`config.mk`:
```
export PLATFORM = sky130hd
export DESIGN_NAME = lsu_split_ctrl
export DESIGN_NICKNAME = d
export VERILOG_FILES = /design/src/rtl/lsu_split_ctrl.sv
export SDC_FILE = /design/constraint.sdc
export NUM_CORES = 1
export LEC_CHECK = 0
export ABC_CLOCK_PERIOD_IN_PS = 4320
export BUFFER_PORTS_ARGS = -buffer_cell sky130_fd_sc_hd__buf_2
export CORE_MARGIN = 3
export CORE_UTILIZATION = 40
export CTS_CLUSTER_DIAMETER = 150
export CTS_CLUSTER_SIZE = 16
export DETAILED_ROUTE_END_ITERATION = 8
export GPL_ROUTABILITY_DRIVEN = 0
export PLACE_DENSITY = 0.65
export SYNTH_ARGS = -nofsm -noshare
export SYNTH_HDL_FRONTEND = slang
export SYNTH_SLANG_ARGS = --single-unit
```
`constraint.sdc`:
```
create_clock -name clk -period 4.32 [get_ports clk]
set_clock_uncertainty 0.15 [all_clocks]
set_input_delay 1.296 -clock clk [delete_from_list [all_inputs] [get_ports clk]]
set_output_delay 1.296 -clock clk [all_outputs]
set_load 0.1 [all_outputs]
```
`src/rtl/lsu_split_ctrl.sv`:
```
// Load/store unit front end: turns one core request into one or two word-aligned memory beats,
// merging split load returns into an aligned, extended result.
module lsu_split_ctrl #(
    parameter int XLEN = 32
) (
    input  logic            clk,
    input  logic            rst,
    input  logic            req_valid,
    output logic            req_ready,
    input  logic            req_we,
    input  logic [2:0]      req_funct3,
    input  logic [XLEN-1:0] req_addr,
    input  logic [XLEN-1:0] req_wdata,
    output logic            mem_valid,
    input  logic            mem_ready,
    output logic            mem_we,
    output logic [3:0]      mem_wmask,
    output logic [XLEN-1:0] mem_addr,
    output logic [XLEN-1:0] mem_wdata,
    input  logic            mem_rvalid,
    input  logic [XLEN-1:0] mem_rdata,
    output logic            resp_valid,
    output logic [XLEN-1:0] resp_data,
    output logic            busy
);

    typedef enum logic [2:0] {
        S_IDLE  = 3'd0,
        S_REQ0  = 3'd1,
        S_WAIT0 = 3'd2,
        S_REQ1  = 3'd3,
        S_WAIT1 = 3'd4,
        S_RESP  = 3'd5
    } state_t;

    state_t            state_q;
    logic              we_q;
    logic [2:0]        funct3_q;
    logic [XLEN-1:0]   addr_q;
    logic [XLEN-1:0]   wdata_q;
    logic [XLEN-1:0]   r0_q;
    logic [XLEN-1:0]   r1_q;
    logic [XLEN-1:0]   resp_data_q;

    logic [2:0]        size_s;
    logic [1:0]        off_s;
    logic              split_s;
    logic [3:0]        byte_mask_s;
    logic [7:0]        lane_mask_s;
    logic [2*XLEN-1:0] lane_data_s;
    logic [XLEN-1:0]   beat0_addr_s;
    logic [XLEN-1:0]   beat1_addr_s;

    // Shift the two-word window down by the byte offset, then extend according to funct3.
    function automatic logic [31:0] load_result(input logic [31:0] lo, input logic [31:0] hi,
                                                input logic [2:0] f3, input logic [1:0] off);
        logic [31:0] t;
        t = 32'({hi, lo} >> {off, 3'b000});
        case (f3)
            3'b000:  load_result = {{24{t[7]}}, t[7:0]};
            3'b001:  load_result = {{16{t[15]}}, t[15:0]};
            3'b100:  load_result = {24'h000000, t[7:0]};
            3'b101:  load_result = {16'h0000, t[15:0]};
            default: load_result = t;
        endcase
    endfunction

    // Access size: unknown store widths fall back to a full word.
    always_comb begin
        size_s = 3'd4;
        if (we_q) begin
            case (funct3_q)
                3'b000:  size_s = 3'd1;
                3'b001:  size_s = 3'd2;
                default: size_s = 3'd4;
            endcase
        end else begin
            case (funct3_q[1:0])
                2'b00:   size_s = 3'd1;
                2'b01:   size_s = 3'd2;
                default: size_s = 3'd4;
            endcase
        end
        case (size_s)
            3'd1:    byte_mask_s = 4'b0001;
            3'd2:    byte_mask_s = 4'b0011;
            default: byte_mask_s = 4'b1111;
        endcase
    end

    assign off_s        = addr_q[1:0];
    assign split_s      = ({2'b00, off_s} + {1'b0, size_s}) > 4'd4;
    assign lane_mask_s  = {4'b0000, byte_mask_s} << off_s;
    assign lane_data_s  = {{XLEN{1'b0}}, wdata_q} << {off_s, 3'b000};
    assign beat0_addr_s = {addr_q[XLEN-1:2], 2'b00};
    assign beat1_addr_s = beat0_addr_s + 32'd4;

    // Beat outputs decode straight from the state and latched request, so they stay stable while stalled.
    always_comb begin
        mem_valid = 1'b0;
        mem_we    = 1'b0;
        mem_wmask = 4'b0000;
        mem_addr  = beat0_addr_s;
        mem_wdata = {XLEN{1'b0}};
        if (state_q == S_REQ0) begin
            mem_valid = 1'b1;
            mem_we    = we_q;
            mem_wmask = we_q ? lane_mask_s[3:0] : 4'b0000;
            mem_wdata = we_q ? lane_data_s[XLEN-1:0] : {XLEN{1'b0}};
        end else if (state_q == S_REQ1) begin
            mem_valid = 1'b1;
            mem_we    = we_q;
            mem_addr  = beat1_addr_s;
            mem_wmask = we_q ? lane_mask_s[7:4] : 4'b0000;
            mem_wdata = we_q ? lane_data_s[2*XLEN-1:XLEN] : {XLEN{1'b0}};
        end else begin
            mem_valid = 1'b0;
        end
    end

    assign req_ready  = (state_q == S_IDLE) && !rst;
    assign busy       = (state_q != S_IDLE);
    assign resp_valid = (state_q == S_RESP);
    assign resp_data  = resp_data_q;

    // Transaction sequencer; read returns are only taken in the WAIT states.
    always_ff @(posedge clk) begin
        if (rst) begin
            state_q     <= S_IDLE;
            we_q        <= 1'b0;
            funct3_q    <= 3'b000;
            addr_q      <= {XLEN{1'b0}};
            wdata_q     <= {XLEN{1'b0}};
            r0_q        <= {XLEN{1'b0}};
            r1_q        <= {XLEN{1'b0}};
            resp_data_q <= {XLEN{1'b0}};
        end else begin
            case (state_q)
                S_IDLE: begin
                    if (req_valid) begin
                        we_q     <= req_we;
                        funct3_q <= req_funct3;
                        addr_q   <= req_addr;
                        wdata_q  <= req_wdata;
                        r0_q     <= {XLEN{1'b0}};
                        r1_q     <= {XLEN{1'b0}};
                        state_q  <= S_REQ0;
                    end
                end
                S_REQ0: begin
                    if (mem_ready) begin
                        if (!we_q) begin
                            state_q <= S_WAIT0;
                        end else if (split_s) begin
                            state_q <= S_REQ1;
                        end else begin
                            resp_data_q <= {XLEN{1'b0}};
                            state_q     <= S_RESP;
                        end
                    end
                end
                S_WAIT0: begin
                    if (mem_rvalid) begin
                        r0_q <= mem_rdata;
                        if (split_s) begin
                            state_q <= S_REQ1;
                        end else begin
                            resp_data_q <= load_result(mem_rdata, 32'h0000_0000, funct3_q, off_s);
                            state_q     <= S_RESP;
                        end
                    end
                end
                S_REQ1: begin
                    if (mem_ready) begin
                        if (we_q) begin
                            resp_data_q <= {XLEN{1'b0}};
                            state_q     <= S_RESP;
                        end else begin
                            state_q <= S_WAIT1;
                        end
                    end
                end
                S_WAIT1: begin
                    if (mem_rvalid) begin
                        r1_q        <= mem_rdata;
                        resp_data_q <= load_result(r0_q, mem_rdata, funct3_q, off_s);
                        state_q     <= S_RESP;
                    end
                end
                S_RESP:  state_q <= S_IDLE;
                default: state_q <= S_IDLE;
            endcase
        end
    end

endmodule

```
==> results.sh, run 1 <==
export IMPL_crit_type="reg -> out"
export IMPL_ff_latch_area_sq_um=2710
export IMPL_worst_slew_pin_slew_ps=1260
export IMPL_drive_above_1_share_pct=26.6
export IMPL_post_route_min_period_ps=4110
export IMPL_dr_pass1_iters=5
export IMPL_startpoint="state_q[2]$_SDFFE_PP0P_"
export IMPL_first_global_vias=7900
export IMPL_startpoint_type="flip-flop"
export IMPL_final_nets=1358
export IMPL_clock_latency_ps=430
export IMPL_seq_area_frac_synth_pct=31.8
export IMPL_die_area_sq_um=23000
export IMPL_critPathMaxStageDelay_ps=550
export IMPL_p_leak_nw=4.22
export IMPL_finalSetupViolations=0
export IMPL_final_max_slew_viol_count=0
export IMPL_grt_use_total_pct=23.6
export IMPL_ys_async_sr_fraction_pct=0
export IMPL_slowest_stage="nor2_1"
export IMPL_finalHoldViolCount=0
export IMPL_fp_dieW_microns=152
export IMPL_ios=210
export IMPL_grt_max_degree=136
export IMPL_ys_seq_elements=135
export IMPL_syn_to_final_growth_pct=30.3
export IMPL_yosys_warnings=0
export IMPL_met1_usage_pct=29.6
export IMPL_critPathRequiredTime_ps=2870
export IMPL_cts_num_sinks=135
export IMPL_fill_cells=1993
export IMPL_cts_tree="yes"
export IMPL_synthFlopType="dfxtp_1"
export IMPL_h_tree_depth=4
export IMPL_r2r_worst_path_cells=10
export IMPL_drc=0
export IMPL_worst_slack_ps=208
export IMPL_core_sq_um=20600
export IMPL_rsz0062_at_grt="no"
export IMPL_use_met2_pct=38.8
export IMPL_avgSynthCellArea_sq_um=7.76
export IMPL_synthXorXnorAreaFrac_pct=3.19
export IMPL_synth_compound_area_share_pct=22.4
export IMPL_dp_hpwl_microns=19600
export IMPL_dp_slack_ps=669
export IMPL_cts_resized=0
export IMPL_route_detailed_wl_per_inst_microns=18.2
export IMPL_period_share_pct=95.2
export IMPL_post_synth_mux_area_share_pct=12.9
export IMPL_rows=52
export IMPL_ant_nets=0
export IMPL_status="complete, no violations"
export IMPL_pwr_share_seq_pct=29.9
export IMPL_end_kind="output port"
export IMPL_stdcell_count=1534
export IMPL_hold_path_class="reg -> reg"
export IMPL_met3_usage_pct=6.60
export IMPL_grt_pass1_wl_microns=42800
export IMPL_swShare_pct=46.5
export IMPL_rrSetupSlack_ps=1140
export IMPL_numPortBuffers=207
export IMPL_crit_path_max_fanout=15
export IMPL_synth_top_family_by_area="simple AND/OR/NAND/NOR gates"
export IMPL_yosysUniqueCellTypes=68
export IMPL_numCtsBuffers=17
export IMPL_clk_pin_slew_ps=60
export IMPL_synth_edff_count=0
export IMPL_fin_area_sq_um=11100
export IMPL_num_vias=8496
export IMPL_power_switching_mw=2.49
export IMPL_cts_path_max_buffers=2
export IMPL_timing_max_cap_violations=0
export IMPL_clkPwrFrac_pct=27.9
export IMPL_internal_power_mw=2.87
export IMPL_syn_area_sq_um=8500
export IMPL_first_iter_violations=542
export IMPL_synthCells=1095
export IMPL_combPwrFrac_pct=42.2
export IMPL_grt_ovfl_total=0
export IMPL_place_area_sq_um=10500
export IMPL_postCtsSetupBuffers=0
export IMPL_busiest_layer="met2"
export IMPL_crit_arrival_ps=2670
export IMPL_viasPerCell=5.54
export IMPL_die_h_microns=152
export IMPL_synth_fa_ha_area_share_pct=0.677
export IMPL_post_route_util_pct=53.8
export IMPL_initial_utilization_pct=41.3
export IMPL_synthSimpleGateAreaFrac_pct=23.0
export IMPL_crit_end="mem_wdata[2]"
export IMPL_power_density_nw_per_um2=484
export IMPL_cts_root_buffer="clkbuf_16"
export IMPL_totalWireLength_microns=27900
export IMPL_peakVddDrop_uv=246
export IMPL_worst_r2r_endpoint="resp_data[10]$_SDFFE_PP0P_"
export IMPL_antenna_found_initial=1
export IMPL_slew_headroom_pct=15.9
export IMPL_dpl_cell_count=1500
export IMPL_multi_input_area_sq_um=5430
export IMPL_cp_cell_sequence="buf_4, nand3b_1, nor2_1, nand2_1, buf_4, nor2_1, o2bb2ai_1, buf_12"
export IMPL_cts_hold_buf=0
export IMPL_timing_rr_start="funct3_q[1]$_SDFFE_PP0P_"
export IMPL_holdWs_ps=300
export IMPL_max_freq_mhz=243
stage by stage:
step | power, mW | setup TNS, ps
2_1_floorplan | 3.36 | -3940
3_3_place_gp | 3.87 | 0
3_5_place_dp | 3.89 | 0
4_1_cts | 5.39 | 0
5_1_grt | 5.63 | 0
6_report | 5.36 | 0
worst min path at each step:
| stage | cells after the start | from | end | slack (ps) |
|---|---|---|---|---|
| 2_1_floorplan | 2 | r0_q[0]$_SDFFE_PP0P_ | r0_q[0]$_SDFFE_PP0P_ | 280 |
| 3_3_place_gp | 2 | r0_q[1]$_SDFFE_PP0P_ | r0_q[1]$_SDFFE_PP0P_ | 290 |
| 3_5_place_dp | 2 | r0_q[0]$_SDFFE_PP0P_ | r0_q[0]$_SDFFE_PP0P_ | 290 |
| 4_1_cts | 2 | r0_q[0]$_SDFFE_PP0P_ | r0_q[0]$_SDFFE_PP0P_ | 300 |
| 5_1_grt | 2 | r0_q[1]$_SDFFE_PP0P_ | r0_q[1]$_SDFFE_PP0P_ | 320 |
| 6_report | 2 | r0_q[4]$_SDFFE_PP0P_ | r0_q[4]$_SDFFE_PP0P_ | 300 |
critical path: cells and delay by family (launching register included):
kind	cells	cell delay [ps]
AOI/OAI and AO/OA	1	260
and+or+nand+nor	4	1040
buffers and inverters	3	610
DFF	1	330
area by class of cell:
class | count | area share (%)
flip-flops and latches | 135 | 24.5
well taps | 270 | 3.05
multi-input cells | 857 | 49.0
repair buffers | 226 | 17.5
inverters | 12 | 0.407
clock buffers | 18 | 4.07
diodes | 2 | 0.0452
clock inverters | 14 | 1.39
Yosys cell counts, drive strengths merged (4+ instances only):
cell,instances,share of area (%)
nand3,43,2.5
a211oi,35,3.7
o2bb2ai,9,0.93
mux4,10,2.7
and4,5,0.52
a22o,9,0.93
nand4,6,0.44
a311oi,14,2.0
dfxtp,135,32
mux2i,67,7.9
nand2,247,11
xor2,13,1.3
nor2,84,3.8
and3,8,0.59
a32oi,4,0.41
nand2b,5,0.37
o22ai,14,1.1
a22oi,6,0.53
and2,4,0.29
buf,51,3.6
inv,12,0.53
mux2,17,2.3
nor3,9,0.78
xnor2,18,1.9
clkbuf,41,1.9
nor2b,13,0.96
a21oi,132,7.8
a221oi,9,0.93
o21ai,32,1.9
nand3b,5,0.59
state kept, by name, indices dropped and copies added (netlist names):
signal / cells
addr_q: 32
r0_q: 32
resp_data: 32
wdata_q: 32
funct3_q: 3
state_q: 3
we_q: 1
per-layer routing:
metal | up-vias | share of wire [%]
li1 | 4191 | -
met1 | 3940 | 41
met2 | 319 | 48
met3 | 46 | 7.6
met4 | 0 | 2.8
met5 | - | 0
placed cells by master, fill, tap and decap left out, types with 8 or more instances in the layout:
master	instances
buf_12	51
o2bb2ai_1	9
mux4_2	8
clkbuf_16	18
nand2_1	246
nor2_1	80
a21oi_1	131
xnor2_1	14
o21ai_0	31
a221oi_1	9
mux2_2	17
a22o_1	9
mux2i_1	67
nand3_1	43
and3_1	8
o22ai_1	13
a211oi_1	24
buf_4	18
dfxtp_1	133
buf_2	157
nor2b_1	13
a211oi_2	11
inv_1	11
cell families after synthesis:
| kind of cell | after synthesis |
|---|---|
| adders and majority gates | 4 |
| buffers and inverters | 104 |
| xor gates and xnor gates | 31 |
| muxes | 94 |
| AOI/OAI and AO/OA | 285 |
| other | 1 |
| and+or+nand+nor | 441 |
| DFF | 135 |
power groups by stage:
| stage | sequential (mW) | clock, mW | combinational, mW |
|---|---|---|---|
| floorplan | 1.93 | 0 | 1.43 |
| global placement | 1.62 | 0 | 2.25 |
| detailed placement | 1.63 | 0 | 2.26 |
| CTS | 1.60 | 1.53 | 2.27 |
| global route | 1.63 | 1.59 | 2.41 |
| finish | 1.60 | 1.49 | 2.26 |
No activity file was read; power rests on OpenSTA's default activity.
==> inputs of run 2 (changes only) <==
- REMOVE_ABC_BUFFERS: default -> 1
==> results.sh, run 2 (synthesized netlist as in run 1, its figures left out) <==
export IMPL_die_area_sq_um=23000
export IMPL_die_h_microns=152
export IMPL_post_route_min_period_ps=4030
export IMPL_end_kind="output port"
export IMPL_period_share_pct=93.2
export IMPL_grt_pass1_wl_microns=42600
export IMPL_critPathRequiredTime_ps=2870
export IMPL_syn_to_final_growth_pct=30.2
export IMPL_drc=0
export IMPL_holdPathEnd="r0_q[1]$_SDFFE_PP0P_"
export IMPL_grt_use_total_pct=23.0
export IMPL_min_path_cells=2
export IMPL_cts_path_max_buffers=2
export IMPL_final_nets=1369
export IMPL_postCtsSetupBuffers=0
export IMPL_finalHoldViolCount=0
export IMPL_rrSetupSlack_ps=840
export IMPL_worst_slew_pin_slew_ps=907
export IMPL_timing_rr_start="funct3_q[0]$_SDFFE_PP0P_"
export IMPL_dr_pass1_iters=5
export IMPL_h_tree_depth=4
export IMPL_rows=52
export IMPL_met2WireLength_microns=12500
export IMPL_dp_slack_ps=588
export IMPL_startpoint_type="flip-flop"
export IMPL_first_iter_violations=559
export IMPL_route_detailed_wl_per_inst_microns=17.4
export IMPL_power_density_nw_per_um2=489
export IMPL_fill_cells=1988
export IMPL_cts_tree="yes"
export IMPL_cts_num_sinks=135
export IMPL_final_common_cell="nand2_1"
export IMPL_rsz0062_at_grt="no"
export IMPL_place_area_sq_um=10400
export IMPL_first_global_vias=8219
export IMPL_core_sq_um=20600
export IMPL_crit_path_max_fanout=10
export IMPL_ios=210
export IMPL_fp_dieW_microns=152
export IMPL_viasPerCell=5.57
export IMPL_num_vias=8594
export IMPL_dp_hpwl_microns=18200
export IMPL_clock_latency_ps=430
export IMPL_wl_met1_microns=11600
export IMPL_r2r_worst_path_cells=9
export IMPL_drive_above_1_share_pct=26.2
export IMPL_most_common_layout_cells="246 x nand2_1, 157 x buf_2, 132 x dfxtp_1, 131 x a21oi_1, 81 x nor2_1"
export IMPL_numCtsBuffers=17
export IMPL_crit_arrival_ps=2580
export IMPL_hold_path_class="reg -> reg"
export IMPL_grt_max_degree=73
export IMPL_ant_nets=0
export IMPL_stdcell_count=1544
export IMPL_wl_met3_microns=2360
export IMPL_timing_max_cap_violations=0
export IMPL_cts_root_buffer="clkbuf_16"
export IMPL_finalSetupViolations=0
export IMPL_final_max_slew_viol_count=0
export IMPL_initial_utilization_pct=41.3
export IMPL_p_leak_nw=4.26
export IMPL_antenna_found_initial=2
export IMPL_dpl_cell_count=1511
export IMPL_max_freq_mhz=248
export IMPL_crit_type="reg -> out"
export IMPL_grt_ovfl_total=0
export IMPL_timing_hold_worst_start="r0_q[1]$_SDFFE_PP0P_"
export IMPL_status="complete, no violations"
export IMPL_slew_headroom_pct=39.4
export IMPL_peakVddDrop_uv=266
export IMPL_clk_pin_slew_ps=60
export IMPL_power_total_mw=5.42
export IMPL_maxUsedRoutingLayer="met5"
export IMPL_fin_area_sq_um=11100
export IMPL_totalWireLength_microns=26900
export IMPL_numPortBuffers=207
export IMPL_worst_r2r_endpoint="resp_data[3]$_SDFFE_PP0P_"
export IMPL_worst_slack_ps=293
==> run 2: changes by cell type in the layout (fill, tap and decap cells not counted), moves of 2 or more <==
cell	before	now
xor2_1	6	13
xnor2_2	4	0
bufinv_16	1	3
clkinvlp_4	4	2
xor2_2	7	0
clkinv_4	0	3
xnor2_1	14	18
buf_4	18	30
==> run 2: critical path, stage by stage (launching register included) <==
cell	delay, ps
dfxtp_2	480
nand3b_4	160
nor3_4	180
buf_4	170
or3b_1	480
nor3_2	210
xor2_1	260
buf_12	210
==> run 2: repair_timing <==
action	CTS	global route
hold endpoints to repair	0	0
gates resized for setup	0	1
hold buffers	0	0
setup endpoints to repair	0	3
==> run 2: cell type report <==
type | count | area, sq um | area share [%]
Antenna cell | 1 | 2.50 | 0.0226
Multi-Input combinational cell | 857 | 5330 | 48.2
Tap cell | 270 | 338 | 3.05
Timing Repair Buffer | 237 | 2010 | 18.2
Sequential cell | 135 | 2710 | 24.5
Clock inverter | 14 | 189 | 1.71
Clock buffer | 18 | 439 | 3.97
Inverter | 12 | 45.0 | 0.407
==> run 2: how the worst max path moves through the flow <==
| stage | startpoint | end | cells past startpoint |
|---|---|---|---|
| 2_1_floorplan | addr_q[1]$_SDFFE_PP0P_ | mem_wdata[0] | 4 |
| 3_3_place_gp | state_q[1]$_SDFFE_PP0P_ | mem_addr[31] | 7 |
| 3_5_place_dp | state_q[1]$_SDFFE_PP0P_ | mem_addr[31] | 7 |
| 4_1_cts | state_q[1]$_SDFFE_PP0P_ | mem_addr[31] | 7 |
| 5_1_grt | addr_q[2]$_SDFFE_PP0P_ | mem_addr[28] | 7 |
| 6_report | state_q[1]$_SDFFE_PP0P_ | mem_addr[31] | 7 |
==> run 2: routing by layer <==
layer | track usage, % | vias up
li1 | - | 4221
met1 | 29.6 | 3992
met2 | 37.5 | 335
met3 | 6.69 | 42
met4 | 6.65 | 4
met5 | 0 | -
==> run 2: through the flow <==
stage | utilization, % | hold slack (ps) | TNS, ps
6_report | 53.8 | 300 | 0
3_3_place_gp | 50.8 | 286 | 0
3_5_place_dp | 50.8 | 292 | 0
4_1_cts | 53.8 | 300 | 0
5_1_grt | 53.8 | 317 | 0
2_1_floorplan | - | 271 | -190340
==> run 2: power breakdown <==
group	internal, mW	switching [mW]
registers	1.41	0.172
clock network	0.942	0.626
logic	0.612	1.66
total	2.96	2.45
==> inputs of run 3 (changes only) <==
- ABC_CLOCK_PERIOD_IN_PS: 4320 -> default
- CORE_MARGIN: 3 -> 2
==> results.sh, run 3 (synthesized netlist as in run 1, its figures left out) <==
export IMPL_max_freq_mhz=247
export IMPL_peakVddDrop_uv=265
export IMPL_critPathRequiredTime_ps=2870
export IMPL_final_nets=1370
export IMPL_dpl_cell_count=1517
export IMPL_initial_utilization_pct=40.6
export IMPL_num_vias=8550
export IMPL_h_tree_depth=4
export IMPL_cts_path_max_buffers=2
export IMPL_fp_dieW_microns=150
export IMPL_syn_to_final_growth_pct=29.7
export IMPL_fin_area_sq_um=11000
export IMPL_crit_arrival_ps=2600
export IMPL_first_global_vias=8110
export IMPL_die_h_microns=150
export IMPL_numPortBuffers=207
export IMPL_critPathMaxStageDelay_ps=560
export IMPL_final_common_cell="nand2_1"
export IMPL_crit_path_max_fanout=9
export IMPL_core_sq_um=21000
export IMPL_grt_pass1_wl_microns=42100
export IMPL_cp_cell_sequence="and4b_1, nand3_1, or3_1, nor2_1, xor2_1, buf_12"
export IMPL_crit_type="reg -> out"
export IMPL_timing_max_cap_violations=0
export IMPL_drc=0
export IMPL_slew_headroom_pct=39.0
export IMPL_most_common_layout_cells="246 x nand2_1, 157 x buf_2, 133 x dfxtp_1, 131 x a21oi_1, 81 x nor2_1"
export IMPL_startpoint_type="flip-flop"
export IMPL_grt_use_total_pct=23.4
export IMPL_numCtsBuffers=17
export IMPL_p_leak_nw=4.23
export IMPL_cts_tree="yes"
export IMPL_status="complete, no violations"
export IMPL_dr_pass1_iters=7
export IMPL_rrSetupSlack_ps=900
export IMPL_viasPerCell=5.52
export IMPL_hold_path_class="reg -> reg"
export IMPL_first_iter_violations=585
export IMPL_totalWireLength_microns=26500
export IMPL_cts_hold_buf=0
export IMPL_die_area_sq_um=22400
export IMPL_rsz0062_at_grt="no"
export IMPL_ant_nets=0
export IMPL_rows=53
export IMPL_place_area_sq_um=10500
export IMPL_post_route_util_pct=52.6
export IMPL_drive_above_1_share_pct=26.2
export IMPL_clock_latency_ps=420
export IMPL_antenna_found_initial=1
export IMPL_cts_num_sinks=135
export IMPL_holdWs_ps=299
export IMPL_end_kind="output port"
export IMPL_cts_root_buffer="clkbuf_16"
export IMPL_clk_pin_slew_ps=60
export IMPL_finalSetupViolations=0
export IMPL_worst_slew_pin_slew_ps=913
export IMPL_power_density_nw_per_um2=480
export IMPL_post_route_min_period_ps=4050
export IMPL_stdcell_count=1549
export IMPL_final_max_slew_viol_count=0
export IMPL_postCtsSetupBuffers=0
export IMPL_finalHoldViolCount=0
export IMPL_diodes=0
export IMPL_period_share_pct=93.7
export IMPL_route_detailed_wl_per_inst_microns=17.1
export IMPL_slowest_stage="dfxtp_1"
export IMPL_setup_tns_ps=0
export IMPL_dp_hpwl_microns=17900
export IMPL_cts_resized=0
export IMPL_ios=210
export IMPL_grt_max_degree=73
export IMPL_grt_ovfl_total=0
==> run 3: changes by cell type in the layout (fill, tap and decap cells not counted), moves of 2 or more <==
cell,change
inv_6,-2
clkinvlp_4,+2
bufinv_16,-2
clkinv_2,+3
==> run 3: stage by stage <==
step	power (mW)	worst slack (ps)
floorplan	3.27	-2500
global placement	3.85	695
detailed placement	3.87	697
CTS	5.31	231
global route	5.56	41.4
finish	5.29	274
==> run 3: worst paths after layout <==
path	startpoint	endpoint	cells past startpoint
setup / recovery	state_q[0]$_SDFFE_PP0P_	mem_addr[24]	6
hold / removal	r0_q[2]$_SDFFE_PP0P_	r0_q[2]$_SDFFE_PP0P_	2
setup reg to reg	funct3_q[0]$_SDFFE_PP0P_	resp_data[10]$_SDFFE_PP0P_	9
hold reg to reg	r0_q[2]$_SDFFE_PP0P_	r0_q[2]$_SDFFE_PP0P_	2
==> run 3: worst max-delay path: cells and delay by family, from the launching register on <==
| family | cells | cell delay [ps] |
|---|---|---|
| buffers and inverters | 1 | 210 |
| XOR/XNOR | 1 | 250 |
| flip-flops | 1 | 560 |
| AND/OR/NAND/NOR | 4 | 1140 |
==> run 3: area by class of cell <==
class / count / area, sq um
Fill cell: 2069 / 9930
Multi-Input combinational cell: 857 / 5330
Sequential cell: 135 / 2710
Timing Repair Buffer: 238 / 2020
Clock buffer: 19 / 453
Tap cell: 275 / 344
Clock inverter: 13 / 121
Inverter: 12 / 45.0
==> run 3: power by group <==
group | internal, mW | total, mW | switching (mW) | leakage, nW
Clock | 0.829 | 1.44 | 0.608 | 0.274
Combinational | 0.614 | 2.27 | 1.65 | 2.86
Sequential | 1.41 | 1.59 | 0.179 | 1.10
Total | 2.85 | 5.29 | 2.44 | 4.23
==> run 3: layer usage <==
metal,wire [microns],vias up,track usage [%]
met5,14,-,0
met2,12300,312,37.5
met4,380,2,7.26
met1,11900,3982,31.0
met3,1870,31,6.10
li1,-,4223,-
